### src/rtl/rc4_pkg.sv
// ---------------------------------------------------------------------------
// rc4_pkg
// Shared definitions for the RC4 key-scheduling / keystream blocks that sit
// around the single-port 256x8 S-memory.
//   MEM_DEPTH      : number of S-memory entries (one per byte value)
//   DEF_KEY_BYTES  : default secret key length in bytes
//   ksa_state_t    : state encoding of the KSA swap loop, also used by the
//                    PRGA loop and by the top-level memory mux to decide
//                    which block owns the memory port
// ---------------------------------------------------------------------------
package rc4_pkg;

  localparam int MEM_DEPTH     = 256;
  localparam int DEF_KEY_BYTES = 3;

  typedef enum logic [2:0] {
    IDLE   = 3'd0,
    RD_I   = 3'd1,
    WAIT_I = 3'd2,
    RD_J   = 3'd3,
    WAIT_J = 3'd4,
    WR_I   = 3'd5,
    WR_J   = 3'd6,
    DONE   = 3'd7
  } ksa_state_t;

endpackage

### src/rtl/ksa_swap_loop.sv
// ---------------------------------------------------------------------------
// ksa_swap_loop
// Second phase of RC4 key scheduling. Starting from S[i]=i, walks i=0..255:
// reads S[i], forms j = j + S[i] + key[i mod KEY_BYTES], reads S[j], then
// writes S[i]=S[j] and S[j]=S[i]. Each iteration takes 4+2*READ_LATENCY
// cycles. All outputs are registered.
//
// Ports
//   clk         : system clock
//   reset       : synchronous, active-high reset
//   start_flag  : level, sampled only in IDLE (tie to init loop done_flag)
//   start_over  : level, sampled only in DONE, returns the block to IDLE
//   secret_key  : key, byte 0 in the most significant byte; latched on start
//   q           : S-memory read data, valid READ_LATENCY cycles after address
//   address     : S-memory address
//   data        : S-memory write data
//   wren        : S-memory write enable (only in WR_I / WR_J)
//   done_flag   : high while in DONE
//   state_dbg   : current FSM state, for observation only
//
// Parameters
//   KEY_BYTES    : secret key length in bytes
//   READ_LATENCY : memory read latency in cycles, 1 or 2
// ---------------------------------------------------------------------------
module ksa_swap_loop
  import rc4_pkg::*;
#(
  parameter int KEY_BYTES    = DEF_KEY_BYTES,
  parameter int READ_LATENCY = 1
) (
  input  logic                   clk,
  input  logic                   reset,
  input  logic                   start_flag,
  input  logic                   start_over,
  input  logic [8*KEY_BYTES-1:0] secret_key,
  input  logic [7:0]             q,
  output logic [7:0]             address,
  output logic [7:0]             data,
  output logic                   wren,
  output logic                   done_flag,
  output ksa_state_t             state_dbg
);

  localparam int KIDX_W = (KEY_BYTES > 1) ? $clog2(KEY_BYTES) : 1;
  localparam logic [KIDX_W-1:0] KIDX_LAST = KIDX_W'(KEY_BYTES - 1);
  // Wait counter counts 0..READ_LATENCY-1; data is sampled on the last count.
  localparam logic [1:0]        WAIT_LAST = 2'(READ_LATENCY - 1);
  localparam logic [7:0]        I_LAST    = 8'(MEM_DEPTH - 1);

  ksa_state_t             state_q;
  logic [7:0]             i_q;
  logic [7:0]             j_q;
  logic [7:0]             si_q;
  logic [KIDX_W-1:0]      k_q;
  logic [8*KEY_BYTES-1:0] key_q;
  logic [1:0]             wait_q;
  logic [7:0]             address_q;
  logic [7:0]             data_q;
  logic                   wren_q;
  logic                   done_q;

  logic [7:0]             key_byte;
  logic [7:0]             j_d;

  // Key byte select: index 0 is the most significant byte of the key.
  always_comb begin
    key_byte = '0;
    for (int b = 0; b < KEY_BYTES; b++) begin
      if (k_q == KIDX_W'(b)) begin
        key_byte = key_q[8*(KEY_BYTES-1-b) +: 8];
      end
    end
  end

  // New j formed from the S[i] value currently on q (mod 256).
  assign j_d = j_q + q + key_byte;

  always_ff @(posedge clk) begin
    if (reset) begin
      state_q   <= IDLE;
      i_q       <= '0;
      j_q       <= '0;
      si_q      <= '0;
      k_q       <= '0;
      key_q     <= '0;
      wait_q    <= '0;
      address_q <= '0;
      data_q    <= '0;
      wren_q    <= 1'b0;
      done_q    <= 1'b0;
    end else begin
      case (state_q)
        IDLE: begin
          wren_q <= 1'b0;
          if (start_flag) begin
            key_q     <= secret_key;
            i_q       <= '0;
            j_q       <= '0;
            k_q       <= '0;
            address_q <= '0;
            state_q   <= RD_I;
          end
        end

        RD_I: begin
          wait_q  <= '0;
          state_q <= WAIT_I;
        end

        WAIT_I: begin
          if (wait_q == WAIT_LAST) begin
            si_q      <= q;
            j_q       <= j_d;
            address_q <= j_d;
            state_q   <= RD_J;
          end else begin
            wait_q <= wait_q + 2'd1;
          end
        end

        RD_J: begin
          wait_q  <= '0;
          state_q <= WAIT_J;
        end

        WAIT_J: begin
          if (wait_q == WAIT_LAST) begin
            // S[j] goes straight into the write-data register for WR_I.
            data_q    <= q;
            address_q <= i_q;
            wren_q    <= 1'b1;
            state_q   <= WR_I;
          end else begin
            wait_q <= wait_q + 2'd1;
          end
        end

        WR_I: begin
          address_q <= j_q;
          data_q    <= si_q;
          wren_q    <= 1'b1;
          state_q   <= WR_J;
        end

        WR_J: begin
          wren_q <= 1'b0;
          if (i_q == I_LAST) begin
            done_q  <= 1'b1;
            state_q <= DONE;
          end else begin
            // The write to S[j] completes at this edge, so reading S[i+1]
            // next cycle is safe even when i+1 == j.
            i_q       <= i_q + 8'd1;
            address_q <= i_q + 8'd1;
            k_q       <= (k_q == KIDX_LAST) ? '0 : k_q + 1'b1;
            state_q   <= RD_I;
          end
        end

        DONE: begin
          wren_q <= 1'b0;
          if (start_over) begin
            done_q  <= 1'b0;
            state_q <= IDLE;
          end
        end

        default: begin
          wren_q  <= 1'b0;
          done_q  <= 1'b0;
          state_q <= IDLE;
        end
      endcase
    end
  end

  assign address   = address_q;
  assign data      = data_q;
  assign wren      = wren_q;
  assign done_flag = done_q;
  assign state_dbg = state_q;

endmodule

### config.mk
export PLATFORM = sky130hd
export DESIGN_NAME = ksa_swap_loop
export DESIGN_NICKNAME = d
export VERILOG_FILES = /design/src/rtl/rc4_pkg.sv /design/src/rtl/ksa_swap_loop.sv
export SDC_FILE = /design/constraint.sdc
export NUM_CORES = 1
export LEC_CHECK = 0
export CORE_MARGIN = 2
export CORE_UTILIZATION = 25
export DETAILED_ROUTE_END_ITERATION = 10
export SYNTH_ARGS = -nofsm -noshare
export SYNTH_HDL_FRONTEND = slang
export SYNTH_SLANG_ARGS = --single-unit
### constraint.sdc
create_clock -name clk -period 4.4 [get_ports clk]
set_input_delay 0.44 -clock clk [delete_from_list [all_inputs] [get_ports clk]]
set_output_delay 0.44 -clock clk [all_outputs]
set_load 0.01 [all_outputs]
* Word-level counts from Yosys, hierarchy flattened
Cells that the tools add are included.
** Operators by class
- Add/subtract/negate cells :: 5
- Mux-type cells :: 29
- Reduce and logical (&&, ||, !) cells :: 23
- Eq/ne operators :: 17
** Operators by type and width (count)
- $mux 8 :: 8
- $pmux 8 s2 :: 3
- $pmux 8 s5 :: 1
- $pmux 3 s8 :: 1
- $add 8x8->8 :: 2
- $mux 3 :: 5
- $ne 2x2->1 const B :: 7
- $eq 3x3->1 const B :: 4
- $reduce_and 2->1 :: 5
- $reduce_bool 2->1 :: 5
- $reduce_and 3->1 :: 3
- $add 8x1->8 const B :: 1
- $eq 8x8->1 const B :: 1
- $mux 2 :: 4
- $pmux 2 s2 :: 2
- $eq 3x2->1 const B :: 2
- $reduce_and 5->1 :: 1
- $reduce_bool 5->1 :: 1
- $add 2x1->2 const B :: 2
- $logic_not 2->1 :: 2
- $reduce_and 4->1 :: 1
- $reduce_or 2->1 :: 2
- $eq 3x1->1 const B :: 1
- $logic_not 3->1 :: 1
- 7 further kinds :: 9
** Word-level totals
- Output and inout port bits :: 21
- Logic and storage cells :: 85
- Input bits :: 36
- Register bits :: 73

* Longest topological paths before layout
Gate-level depths: netlist of run 1.
- Depth in word-level cells :: 7
- Mapped depth :: 15
- Depth with buffers taken out :: 14

* Worst setup path before layout of run 1
Ideal clock, no wire load.
- Path kind :: flip-flop to flip-flop
- From :: register k_q[1]
- To :: register address_q[7] (netlist: address[7])
- Library setup time :: 0.088 ns
- Data arrival time :: 3.081 ns
- Setup slack :: 1.231 ns
- Buffers on the path :: 1
- Clock period less this slack :: 3.169 ns
- Required time :: 4.312 ns
- Cell stages (with the launch flop) :: 16
- Cells stage by stage :: dfxtp_1 buf_1 mux2i_1 nor2_1 a21oi_1 fa_1 inv_1 ha_1 inv_1 fa_1 nand2b_1 a21oi_1 o22ai_1 xnor2_1 nand2_1 a311oi_2
** On the way
- Longest elaborated chain between the ends :: 7
- Elaborated cells on any way between the ends :: 9
- Those cells by class :: add/sub (1); eq/ne (2); mux (5); reduce/logical (1)
** RTL lines
- start: declaration :: RTL line ksa_swap_loop.sv:54 : logic [KIDX_W-1:0] k_q;
- start signal: assignment :: RTL line ksa_swap_loop.sv:155 : k_q <= (k_q == KIDX_LAST) ? '0 : k_q + 1'b1;
- $logic_not 2->1 :: RTL line ksa_swap_loop.sv:69 : if (k_q == KIDX_W'(b)) begin
- $mux 8 (2 in series) :: RTL line ksa_swap_loop.sv:69
- $mux 8 (*) :: RTL line ksa_swap_loop.sv:69
- $add 8x8->8 (*) :: RTL line ksa_swap_loop.sv:76 : assign j_d = j_q + q + key_byte;
- $mux 8 (*) :: RTL line ksa_swap_loop.sv:111 : if (wait_q == WAIT_LAST) begin
- $pmux 8 s5 (*) :: RTL line ksa_swap_loop.sv:92 : case (state_q)
- end signal: assignment :: RTL line ksa_swap_loop.sv:114 : address_q <= j_d;
- end signal: assignment :: RTL line ksa_swap_loop.sv:130 : address_q <= i_q;
- end signal: assignment :: RTL line ksa_swap_loop.sv:139 : address_q <= j_q;
- end: declaration :: RTL line ksa_swap_loop.sv:57 : logic [7:0] address_q;
Mark *: on every way between the ends. The rest lies on a longest branch, timed or not. The select of a mux whose other input is x is not followed.
A chain may end at the register's enable or synchronous reset.

* Worst setup path after layout of run 1
Same ends and word-level chain as after synthesis.

==> results of run 1 <==
-- worst max-delay path: stages (launching register included) --
cell and delay, ps:
dfxtp_1 670, nor2b_1 250, a21oi_1 330, fa_1 460
inv_1 70, ha_1 150, inv_1 50, fa_1 380
nand2b_1 190, a21oi_1 190, o22ai_1 130, xnor2_1 200
nand2_1 90, a311oi_2 250
-- state kept, by name, indices dropped and copies added (netlist names) --
name	cells
si_q	8
state_dbg	3
done_flag	1
data	8
wren	1
address	8
i_q	8
j_q	8
key_q	24
wait_q	2
k_q	2
-- stage by stage --
stage          util (%)  cells  hold WS (ps)
6_report          32.22    758         451.9
5_1_grt           32.22    758         474.7
4_1_cts           32.22    758         454.0
3_5_place_dp      30.19    742         446.5
3_3_place_gp      30.19    742         438.2
2_1_floorplan         -    507         431.9
-- placed cells by master, fill, tap and decap left out, types with 3 or more instances in the layout --
cell and count:
buf_4 4, nand4_1 3, a21oi_1 59, a22oi_1 5
o22ai_1 5, nor2_1 42, nand3_1 11, a21oi_2 3
fa_1 8, a22oi_2 4, nor3_1 4, o21ai_0 21
clkdlybuf4s50_1 55, clkbuf_16 9, nand2b_1 6, nand2_1 119
inv_1 19, dfxtp_1 73, mux2i_1 12, clkinv_2 3
xnor2_1 6, xor2_1 5, nor2b_1 5, a311oi_1 14
ha_1 8, a31oi_1 3, a211oi_1 3, and2_1 5
-- report_power, final --
group / internal [µW] / switching, µW / total, µW
clock network: 493 / 283 / 776
logic: 139 / 214 / 353
registers: 698 / 23.8 / 722
-- cells in the mapped netlist (2+ instances only) --
cell / instances
nand3b_1: 2
nor4_1: 2
buf_2: 7
a22oi_2: 4
buf_6: 2
and4_4: 2
or3_1: 2
fa_1: 8
dfxtp_1: 73
nor2_1: 42
a31oi_1: 3
a32oi_1: 2
xnor2_1: 6
xor2_1: 5
inv_1: 19
nand2_1: 119
mux2i_1: 12
a311oi_1: 14
nand4_1: 3
nand3_1: 11
a21oi_2: 3
a22oi_1: 5
a211oi_1: 3
and2_1: 5
ha_1: 8
buf_4: 3
a21oi_1: 59
buf_1: 3
o22ai_1: 5
nor2b_1: 5
nand2b_1: 6
clkbuf_1: 21
o21ai_0: 21
nor3_1: 4
-- cell families (layout without fill, tap and decap cells) --
kind of cell,after synthesis,after routing,synth area share (%)
mux,13,13,3.331
buf+inv,56,96,6.218
flops,73,73,37.06
fa+ha+maj,16,16,6.599
simple gates,208,208,22.81
xor+xnor,11,11,2.443
compound gates,130,130,21.54
-- final timing paths --
kind,from,endpoint,slack (ps),depth (start not counted)
worst max register to register,k_q[1],address[7],900,13
worst min register to register,address[4],address[4],450,2
worst max-delay path,k_q[1],address[7],900,13
worst min-delay path,address[4],address[4],450,2
-- area by class of cell --
class / instances / area [µm²]
Clock buffer: 10 / 229.0
Clock inverter: 6 / 82.58
Fill cell: 1635 / 10380
Inverter: 20 / 75.07
Multi-Input combinational cell: 378 / 2237
Sequential cell: 73 / 1461
Tap cell: 211 / 264.0
Timing Repair Buffer: 60 / 585.6
-- metal layers --
metal | global-route usage, % | vias to the layer above
met4 | 3.605 | 0
met3 | 3.592 | 12
met2 | 20.91 | 117
li1 | - | 1811
met5 | 0 | -
met1 | 17.09 | 1707
==> results.yml, run 1 <==
global_route:
  grt_start_max_net_pins: 39
  grt_pass1_wl_um: 17230
  overflow: 0
  grt_usage_pct: 12.98
  antenna_found_initial: 0
  grt_pass1_vias: 3426
worst_setup_path:
  critPathKind: "register to register"
  endpoint_kind: "register"
  path_max_fanout: 12
  critPathArrivalTime_ps: 3760
  worst_ep_required_time_ps: 4660
  start_kind: "register"
placement:
  placed_area_um2: 4623
  io_buffers: 56
  pre_cts_ws_ps: 901.2
  dpl.hpwl_um: 7753
  place.gp.congestion: 0.9358
synth:
  postSynthCellCount: 507
  async_flop_share_pct: 0
  synth.largest_area_cell: "dfxtp_1"
  seq_area_frac_synth_pct: 37.06
  synth_top_area_share_pct: 37.06
  synth_area_leaders: "dfxtp_1, nand2_1, a21oi_1, fa_1, nor2_1"
  syn_area_um2: 3944
  synthDistinctLibCells: 52
  synth_edf_count: 0
  synth_ff_type: "dfxtp_1"
  yosys_warnings: 0
  avgSynthCellArea_um2: 7.779
  yosys_register_bits: 73
  synth_nets: 559
timing:
  rsz0062_at_grt: "no"
  finalCritPeriodShare_pct: 79.53
  max_freq_ghz: 0.2858
  fin_tns_setup_ps: 0
  slew_headroom_pct: 37.00
  slew_viol_final: 0
  worstMarginPinSlew_ps: 945.0
  clock_skew_ps: 9.488
  setup_viol: 0
  hold_viol_final: 0
  finalCriticalPeriod_ps: 3499
  fin_ws_ps: 900.7
cells_and_area:
  stdcell_area_um2: 4935
  antennaDiodeCount: 0
  drive_gt1_share_pct: 6.581
  layout.nets: 594
  area_growth_syn_to_layout_pct: 25.13
pwr:
  peakVddDrop_v: 0.0002081
  p_leak_uw: 0.001684
  total_power_uw: 1851
  p_per_area_nw_per_um2: 375.1
routing:
  wire_per_inst_um: 13.90
  route.met3.wl_um: 658
  via_count: 3647
  totalWireLength_um: 10530
  wl_met2_um: 4906
  postRouteAntennaNets: 0
  firstDrtPassIters: 4
  m1WireLength_um: 4839
  avgViaCountPerCell: 4.811
  drtIter0Drc: 260
  drc_errors: 0
  highest_layer: "met4"
floorplan:
  ios: 57
  rows: 45
  dieArea_um2: 16800
  die_y_um: 129.6
  core_um2: 15310
  die_w_um: 129.6
  initial_core_util_pct: 25.75
worst_hold_path:
  hold_path_class: "register to register"
clock_tree:
  clock_path_buffers: 2
  cts_max_level: 3
  cts_tree: "built"
  hold_buffers: 0
  clock_sinks: 73
  cts_resized: 0
  clk_latency_ps: 340
  cts_made_buffers: 9
  clk_pin_slew_ps: 60
  postCtsSetupBuffers: 0
  cts-root-buf: "clkbuf_16"
job:
  cap_violations: 0
status:
  status: "finished, final reports clean"
No activity file was read; power rests on OpenSTA's default activity.
==> run 2, diff against run 1 <==
clock period = 3 ns   (was 4.4 ns; I/O delays follow)
==> run 2 against run 1 <==
Net effect: clock power rose by 20%; fmax increased by 21%; largest power group is now sequential cells; hold slack better by 1.7 ps; sequential cell count did not move; critical path depth rose by 1; clock skew hardly changed; setup slack got worse by 790 ps.
==> results.yml, run 2 (same netlist as run 1, synthesis figures left out) <==
cells_and_area:
  drive_gt1_share_pct: 13.05
  fillers: 1636
  area_growth_syn_to_layout_pct: 30.08
  layout.nets: 616
  most-common-layout-cells: "nand2_1, dfxtp_1, clkdlybuf4s50_1"
  layout_commonest_cell: "nand2_1"
  antennaDiodeCount: 0
  stdcell_area_um2: 5130
  regMostFlops: "key_q"
  largest_register_ffs: 24
worst_setup_path:
  start_kind: "register"
  crit_buf_inv: 4
  critPathKind: "register to register"
  cpLargestDelayFamily: "adder cells"
  worst_ep_required_time_ps: 3250
  crit_path_frequent_cell: "buf_4"
  slowest_stage: "fa_1"
  endpoint_kind: "register"
  critPathArrivalTime_ps: 3140
  path_max_fanout: 5
  slowest_delay_ps: 540
  cp_cell_sequence: "buf_4 > mux2i_1 > o21ai_1 > buf_4 > fa_1 > inv_2 > fa_2 > nand2b_4 > buf_4 > nand2b_1 > nand2_1 > a211oi_2 > o21ai_1 > a21oi_1"
clock_tree:
  clk_latency_ps: 340
  hold_buffers: 0
  clock_path_buffers: 2
  cts_made_buffers: 9
  clock_sinks: 73
  cts_tree: "built"
  clk_pin_slew_ps: 50
  cts-root-buf: "clkbuf_16"
  cts_max_level: 3
worst_hold_path:
  hold_path_class: "register to register"
global_route:
  antenna_found_initial: 0
  grt_start_max_net_pins: 54
  grt_usage_pct: 13.47
  overflow: 0
  grt_pass1_vias: 3541
  grt_pass1_wl_um: 17930
timing:
  rsz0062_at_grt: "yes"
  setup_viol: 0
  worstMarginPinSlew_ps: 1096
  clock_skew_ps: 9.115
  finalCriticalPeriod_ps: 2890
  slew_headroom_pct: 26.95
  slew_viol_final: 0
  fin_ws_ps: 109.9
  finalCritPeriodShare_pct: 96.34
  hold_viol_final: 0
  max_freq_ghz: 0.3460
floorplan:
  die_w_um: 129.6
  ios: 57
  rows: 45
  dieArea_um2: 16800
  core_um2: 15310
  die_y_um: 129.6
  initial_core_util_pct: 25.75
status:
  status: "finished, final reports clean"
pwr:
  p_per_area_nw_per_um2: 500.8
  peakVddDrop_v: 0.0003614
  p_leak_uw: 0.001800
routing:
  drc_errors: 0
  firstDrtPassIters: 6
  totalWireLength_um: 10940
  drtIter0Drc: 256
  postRouteAntennaNets: 0
  via_count: 3702
  wire_per_inst_um: 14.06
  avgViaCountPerCell: 4.758
placement:
  place.gp.congestion: 0.8526
  dpl.hpwl_um: 7960
  pre_cts_ws_ps: -168.5
  placed_area_um2: 4788
  io_buffers: 56
job:
  cap_violations: 0
==> run 2: per-layer routing <==
metal	global-route usage [%]	part of all wire, %	vias up
li1	-	-	1857
met1	18.33	46	1722
met2	20.79	46	111
met3	3.551	6.2	12
met4	4.364	1.4	0
met5	0	0	-
==> run 2: power by group <==
group | total (µW) | internal [µW] | switching, µW
clock network | 931 | 550 | 381
logic | 577 | 239 | 338
registers | 1060 | 1020 | 37.5
==> run 2: final cells by class <==
class | instances | area, µm² | area share (%)
timing repair buffer | 82 | 750.7 | 14.63
clock inverter | 1 | 5.005 | 0.09756
tap | 211 | 264.0 | 5.146
sequential | 73 | 1465 | 28.56
multi-input combinational | 378 | 2330 | 45.41
clock buffer | 13 | 240.2 | 4.683
inverter | 20 | 75.07 | 1.463
==> run 2: path summary, 6_finish.rpt <==
check               endpoint  startpoint  slack (ps)  cells past startpoint
setup / recovery  address[5]      k_q[1]         110                     14
hold / removal    address[4]  address[4]         450                      2
setup reg to reg  address[5]      k_q[1]         110                     14
hold reg to reg   address[4]  address[4]         450                      2
==> run 2: repair_timing <==
action / in CTS / in global routing
pin swaps: 1 / 18
cloned: 0 / 0
buffers inserted: 0 / 1
gates resized for setup: 7 / 21
endpoints found under the setup margin: 7 / 10
==> run 2: per-stage QoR <==
stage | setup TNS [ps] | std cells | hold WS [ps] | power (µW) | util, %
detailed placement | -613.3 | 764 | 447.5 | 1623 | 31.27
floorplan | 0 | 507 | 431.9 | 1427 | -
global placement | -95.56 | 764 | 438.3 | 1614 | 31.27
CTS | 0 | 778 | 455.5 | 2567 | 33.04
global route | -118.8 | 778 | 471.1 | 2698 | 33.50
finish | 0 | 778 | 453.6 | 2569 | 33.50
==> run 2: worst register-to-register path, cell delays in order (launching register included) <==
cell and delay, ps:
dfxtp_4 370, buf_4 120, mux2i_1 200, o21ai_1 100, buf_4 140, fa_1 540
inv_2 50, fa_2 390, nand2b_4 160, buf_4 140, nand2b_1 60, nand2_1 60
a211oi_2 240, o21ai_1 90, a21oi_1 130
